[src/rtl/fadd_arbiter.sv]
// Two-requester front end sharing one single-precision adder with fixed sampling latency.
// Optional macro FADD_ARBITER_RR_EN selects round-robin arbitration (default: req0 fixed priority).
module float_adder (
    input  logic        clk,
    input  logic        rst,
    input  logic [31:0] x,
    input  logic [31:0] y,
    output logic [31:0] z,
    output logic [1:0]  overflow
);
    // overflow: 00 normal, 01 finite result rounded to infinity, 10 invalid (NaN)
    function automatic logic [33:0] fp_add(input logic [31:0] a, input logic [31:0] b);
        logic [31:0] p, q;
        logic [9:0]  ep, eq, e, dd, lz, sh;
        logic [23:0] mp, mq;
        logic [4:0]  d;
        logic [55:0] wide;
        logic [26:0] al, m;
        logic [27:0] sum;
        logic [24:0] mant;
        logic        inc;
        int          pos;
        if (a[30:0] >= b[30:0]) begin p = a; q = b; end
        else begin p = b; q = a; end
        // p has the larger magnitude, so any Inf/NaN operand lands in p
        if (p[30:23] == 8'hFF) begin
            if (p[22:0] != 23'd0 || (q[30:0] == p[30:0] && q[31] != p[31]))
                return {2'b10, 32'h7FC00000};
            return {2'b00, p};
        end
        ep = (p[30:23] == 8'd0) ? 10'd1 : {2'b00, p[30:23]};
        eq = (q[30:23] == 8'd0) ? 10'd1 : {2'b00, q[30:23]};
        mp = {p[30:23] != 8'd0, p[22:0]};
        mq = {q[30:23] != 8'd0, q[22:0]};
        dd = ep - eq;
        d  = (dd > 10'd31) ? 5'd31 : dd[4:0];
        wide = {mq, 32'd0} >> d;
        al   = {wide[55:30], |wide[29:0]};
        if (p[31] == q[31]) sum = {1'b0, mp, 3'b000} + {1'b0, al};
        else                sum = {1'b0, mp, 3'b000} - {1'b0, al};
        if (sum == 28'd0)
            return {2'b00, p[31] & q[31], 31'd0};
        e = ep;
        if (sum[27]) begin
            m = {sum[27:2], sum[1] | sum[0]};
            e = e + 10'd1;
        end else begin
            pos = 0;
            for (int i = 0; i < 27; i++)
                if (sum[i]) pos = i;
            lz = 10'(26 - pos);
            sh = (lz < e) ? lz : e - 10'd1;
            m  = sum[26:0] << sh;
            e  = e - sh;
        end
        inc  = m[2] & (m[1] | m[0] | m[3]);
        mant = {1'b0, m[26:3]} + {24'd0, inc};
        if (mant[24]) begin
            mant = mant >> 1;
            e    = e + 10'd1;
        end
        if (e >= 10'd255)
            return {2'b01, p[31], 8'hFF, 23'd0};
        return {2'b00, p[31], (mant[23] ? e[7:0] : 8'h00), mant[22:0]};
    endfunction

    // One register stage; the result is masked while the restart pin is low.
    logic [33:0] res_q;
    always_ff @(posedge clk)
        res_q <= fp_add(x, y);

    assign z        = rst ? res_q[31:0]  : 32'd0;
    assign overflow = rst ? res_q[33:32] : 2'b00;
endmodule

module fadd_arbiter #(
    parameter int unsigned LATENCY = 8
) (
    input  logic        clk,
    input  logic        rst,
    input  logic        req0_valid,
    input  logic        req1_valid,
    input  logic [31:0] req0_x,
    input  logic [31:0] req0_y,
    input  logic [31:0] req1_x,
    input  logic [31:0] req1_y,
    output logic        req0_ready,
    output logic        req1_ready,
    output logic        rsp_valid,
    input  logic        rsp_ready,
    output logic        rsp_id,
    output logic [31:0] rsp_z,
    output logic [1:0]  rsp_ovf,
    output logic        busy
);
    typedef enum logic [1:0] {IDLE, START, WAIT, RESP} state_t;

    state_t      state;
    logic [7:0]  cnt;
    logic [31:0] op_x, op_y;
    logic        op_id;
    logic        grant0, grant1;
    logic        add_rst_n;
    logic [31:0] add_z;
    logic [1:0]  add_ovf;

`ifdef FADD_ARBITER_RR_EN
    logic ptr;  // 1: req1 favored on a tie
    assign grant1 = req1_valid && (!req0_valid || ptr);
`else
    assign grant1 = req1_valid && !req0_valid;
`endif
    assign grant0 = req0_valid && !grant1;

    assign req0_ready = (state == IDLE) && grant0;
    assign req1_ready = (state == IDLE) && grant1;
    assign add_rst_n  = !rst && (state != START);

    float_adder u_add (
        .clk      (clk),
        .rst      (add_rst_n),
        .x        (op_x),
        .y        (op_y),
        .z        (add_z),
        .overflow (add_ovf)
    );

    always_ff @(posedge clk or posedge rst) begin
        if (rst) begin
            state     <= IDLE;
            cnt       <= 8'd0;
            op_x      <= 32'd0;
            op_y      <= 32'd0;
            op_id     <= 1'b0;
            rsp_valid <= 1'b0;
            rsp_z     <= 32'd0;
            rsp_ovf   <= 2'b00;
            rsp_id    <= 1'b0;
            busy      <= 1'b0;
`ifdef FADD_ARBITER_RR_EN
            ptr       <= 1'b0;
`endif
        end else begin
            case (state)
                IDLE: if (grant0 || grant1) begin
                    op_x  <= grant1 ? req1_x : req0_x;
                    op_y  <= grant1 ? req1_y : req0_y;
                    op_id <= grant1;
                    busy  <= 1'b1;
                    state <= START;
`ifdef FADD_ARBITER_RR_EN
                    ptr   <= grant0;
`endif
                end
                START: begin
                    cnt   <= 8'(LATENCY - 1);
                    state <= WAIT;
                end
                WAIT: if (cnt == 8'd0) begin
                    rsp_z     <= add_z;
                    rsp_ovf   <= add_ovf;
                    rsp_id    <= op_id;
                    rsp_valid <= 1'b1;
                    state     <= RESP;
                end else begin
                    cnt <= cnt - 8'd1;
                end
                RESP: if (rsp_ready) begin
                    rsp_valid <= 1'b0;
                    busy      <= 1'b0;
                    state     <= IDLE;
                end
                default: state <= IDLE;
            endcase
        end
    end
endmodule
[config.mk]
export PLATFORM = sky130hd
export DESIGN_NAME = fadd_arbiter
export DESIGN_NICKNAME = d
export VERILOG_FILES = /design/src/rtl/fadd_arbiter.sv
export SDC_FILE = /design/constraint.sdc
export NUM_CORES = 1
export LEC_CHECK = 0
export ABC_AREA = 1
export CAP_MARGIN = 0
export CORE_MARGIN = 2
export CORE_UTILIZATION = 55
export DETAILED_ROUTE_END_ITERATION = 8
export PLACE_DENSITY = 0.88
export SYNTH_ARGS = -nofsm -noshare
export SYNTH_HDL_FRONTEND = slang
export SYNTH_SLANG_ARGS = --single-unit
[constraint.sdc]
create_clock -name clk -period 32.8 [get_ports clk]
set_input_delay 6.56 -clock clk [delete_from_list [all_inputs] [get_ports clk]]
set_output_delay 6.56 -clock clk [all_outputs]
set_load 0.01 [all_outputs]
==> results.txt <==
----------------------------------------------------
[Floorplanning]
  Total number of placement rows ... 62
  Horiz. Die Dim ... around 180 um
  Full die area ... ~31,000 um2
  IO Count ... 172
  Core region area ... 28,900 um2
  Starting density of the core ... about 56%
  Die outline height ... between 150 and 200 um

[Timing]
  Transition at the pin with the smallest max-transition slack ... around 1200 ps
  Minimum clock period after layout ... about 18,000 ps
  Setup Skew ... about 14 ps
  Endpoints failing hold ... 0
  Total count of max-transition violations in the final report ... 0
  RSZ-0062 raised after global routing ... no
  Worst max-slew margin expressed relative to the limit ... about a fifth
  Final cycle utilization of the critical path ... 55.4%
  Count of final setup violators ... 0
  Setup tns final ... 0 ps
  Maximum clock frequency ... about 0.055 GHz

[Worst setup path]
  Slowest cell on the critical path ... sky130_fd_sc_hd__clkinv_1
  Critical path's most frequent cell ... sky130_fd_sc_hd__nand2_1
  Depth of the worst register-to-register path ... 94
  Top fanout value on the critical path ... about 110
  Crit path max-delay family ... simple AND/OR/NAND/NOR gates
  Flop2flop setup slack ... 14,630 ps
  Critical path buffers and inverters ... 15
  Worst Path Required ... 33,120 ps
  Largest stage delay on the critical path ... 860 ps
  R2R Path Start ... op_x[13]
  Worst r2r dst ... u_add.res_q[29]
  Critical path arrival ... between 15,000 and 20,000 ps
  Kind of capture point of the worst setup path ... flop
  Class of the most critical setup path ... reg -> reg
  Worst Setup Start Kind ... flop

[CTS]
  Number of post-CTS setup repair buffers ... 0
  Hold buffer count at CTS ... 0
  Number of instances resized during post-cts repair ... 0
  Clock network latency to the later pin of the worst-skew pair ... between 400 and 500 ps
  Reg clk slew, reported paths ... 80 ps
  Clock tree from TritonCTS ... done
  Clk buf depth ... 2
  Clock root buffer master ... sky130_fd_sc_hd__clkbuf_16
  Clock H-tree levels ... 4
  Number of buffers created by CTS ... 17
  CTS sink cnt ... around 150

[Logic synthesis]
  Count of flip-flops with a built-in enable after synthesis ... 0
  Sequential-to-total area share from yosys stat ... approximately a fifth
  Number of instances in the synthesized netlist ... 2,721
  Number of synthesized register bits ... around 150
  Commonest register cell after synthesis ... sky130_fd_sc_hd__dfrtp_1
  Async set or reset register ratio after synthesis ... about 77%
  Number of warnings reported in the yosys synthesis log ... 0
  Avg Synthesized Cell Area ... roughly 6.0 um2
  Syn Std Cell Area ... roughly 16,000 um2
  Post-synthesis cell type count ... 64

[Layout]
  Final net count ... between 3,000 and 4,000
  Final core area utilization ... between 60% and 70%
  Syn-to-layout area delta ... 15.1%
  Share of cells above drive strength 1 ... 5.43%
  Post-Layout Cell Count ... around 3,200
  Highest-count cells in the layout ignoring fill and taps ... 889 x sky130_fd_sc_hd__nand2_1, 355 x sky130_fd_sc_hd__nand3_1, 266 x sky130_fd_sc_hd__inv_1
  Most common cell after layout, fill and taps aside ... sky130_fd_sc_hd__nand2_1

[Place]
  Placed cell count ... approximately 3,200
  Detailed placement HPWL ... around 43,000 um
  Total of buffers placed on input and output ports ... approximately 170
  RD Place Congestion ... approximately 1.0

[Detailed routing]
  Detailed-route wire length per cell ... between 15 and 20 um
  Via/cell ratio ... about 5.9
  Remaining DRCs ... 0
  DR iter-0 viols ... approximately 2,200
  Vias after detailed routing ... approximately 19,000
  Total Routed Length ... about 54,000 um
  Number of nets still failing antenna checks after routing ... 0
  Detailed-router iteration count before antenna repair ... 6

[Global route]
  Most Crowded Layer GR ... met2
  GR Overflow Total ... 0
  Wire length of the first global-routing pass ... between 80,000 and 90,000 um
  Largest net degree at the start of global routing ... 112
  Via count of the first global-routing pass ... roughly 17,000
  Met2 demand-to-capacity share in global routing ... between 50 and 60%
  Antenna violations before repair ... 1
  Met1 Usage GRT ... 44.2%
  Overall track demand over capacity in global routing ... around a third
  Met3 usage in global routing ... under 10%

[Run]
  Max-capacitance violation count ... 0

[Worst hold path]
  Launch instance of the worst min-delay path ... u_add.res_q[7]
  Hold path endpoint ... rsp_z[7]
  Hold Path Cell Cnt ... 2
  Class of the worst hold path ... reg -> reg

[Run status]
  Run status ... finished clean

----------------------------------------------------
## synthesized netlist by cell type, types with 34 or more instances
cell type	number	area (um2)
sky130_fd_sc_hd__nor2_1	215	807
sky130_fd_sc_hd__a21oi_1	90	450
sky130_fd_sc_hd__dfxtp_1	34	681
sky130_fd_sc_hd__nand3_1	355	1780
sky130_fd_sc_hd__clkbuf_1	61	229
sky130_fd_sc_hd__o21ai_0	148	741
sky130_fd_sc_hd__nand2_1	889	3340
sky130_fd_sc_hd__dfrtp_1	112	2800
sky130_fd_sc_hd__ha_1	115	1440
sky130_fd_sc_hd__inv_1	268	1010
sky130_fd_sc_hd__nand4_1	52	325
sky130_fd_sc_hd__o22ai_1	53	332
## worst max path at each step
stage	to	depth (start not counted)	from	slack, ps
2_1_floorplan	req1_ready	6	req1_valid	18880
3_3_place_gp	u_add.res_q[25]	94	op_x[13]	15630
4_1_cts	u_add.res_q[30]	94	op_x[6]	15100
6_report	u_add.res_q[29]	94	op_x[13]	14630
5_1_grt	u_add.res_q[25]	95	op_x[6]	12900
3_5_place_dp	u_add.res_q[25]	94	op_x[13]	15240
## stage by stage
step | setup slack [ps] | hold WS [ps] | area [um2]
finish | 14630 | 437 | 18700
global route | 12900 | 446 | 18700
CTS | 15100 | 436 | 18700
detailed placement | 15240 | 435 | 18100
global placement | 15630 | 430 | 18100
floorplan | 18880 | 426 | 16300
## cell type report
type / instances / area, um2
Timing Repair Buffer: 200 / 1930
Sequential cell: 146 / 3480
Clock buffer: 18 / 429
Antenna cell: 1 / 2.50
Fill cell: 2709 / 10200
Tap cell: 384 / 480
Clock inverter: 14 / 171
Inverter: 290 / 1090
Multi-Input combinational cell: 2170 / 11200
## cell families (layout without fill, tap and decap cells)
kind of cell               count (synthesis)  after routing  synth area share [%]
xor gates and xnor gates                  52             52                  2.89
and+or+nand+nor                         1602           1602                  42.3
other                                      1              3                0.0230
adders and majority gates                118            118                  9.21
buffers and inverters                    406            522                  10.2
muxes                                      1              1                0.0615
DFF                                      146            146                  21.4
AOI/OAI and AO/OA                        395            395                  13.9
## flip-flops by register name, summed over array words and instances, names as in the netlist, 2 cells and up
register / flops
u_add.res_q: 34
op_y: 32
state: 2
cnt: 8
rsp_z: 32
op_x: 32
rsp_ovf: 2
## worst min-delay path, cell delays in order (launching register included)
cell and delay (ps):
sky130_fd_sc_hd__dfxtp_1 300, sky130_fd_sc_hd__nand3_1 70, sky130_fd_sc_hd__nand2_1 50
## metal layers
layer / vias up / routed length, um
met4: 0 / 2180
met5: - / 0
met1: 8712 / 22600
met2: 878 / 25600
met3: 165 / 3980
li1: 9138 / -
Power is left out: the tool's default activity adds up to more than one toggle a clock period on the data nets, which glitch-free logic cannot reach.
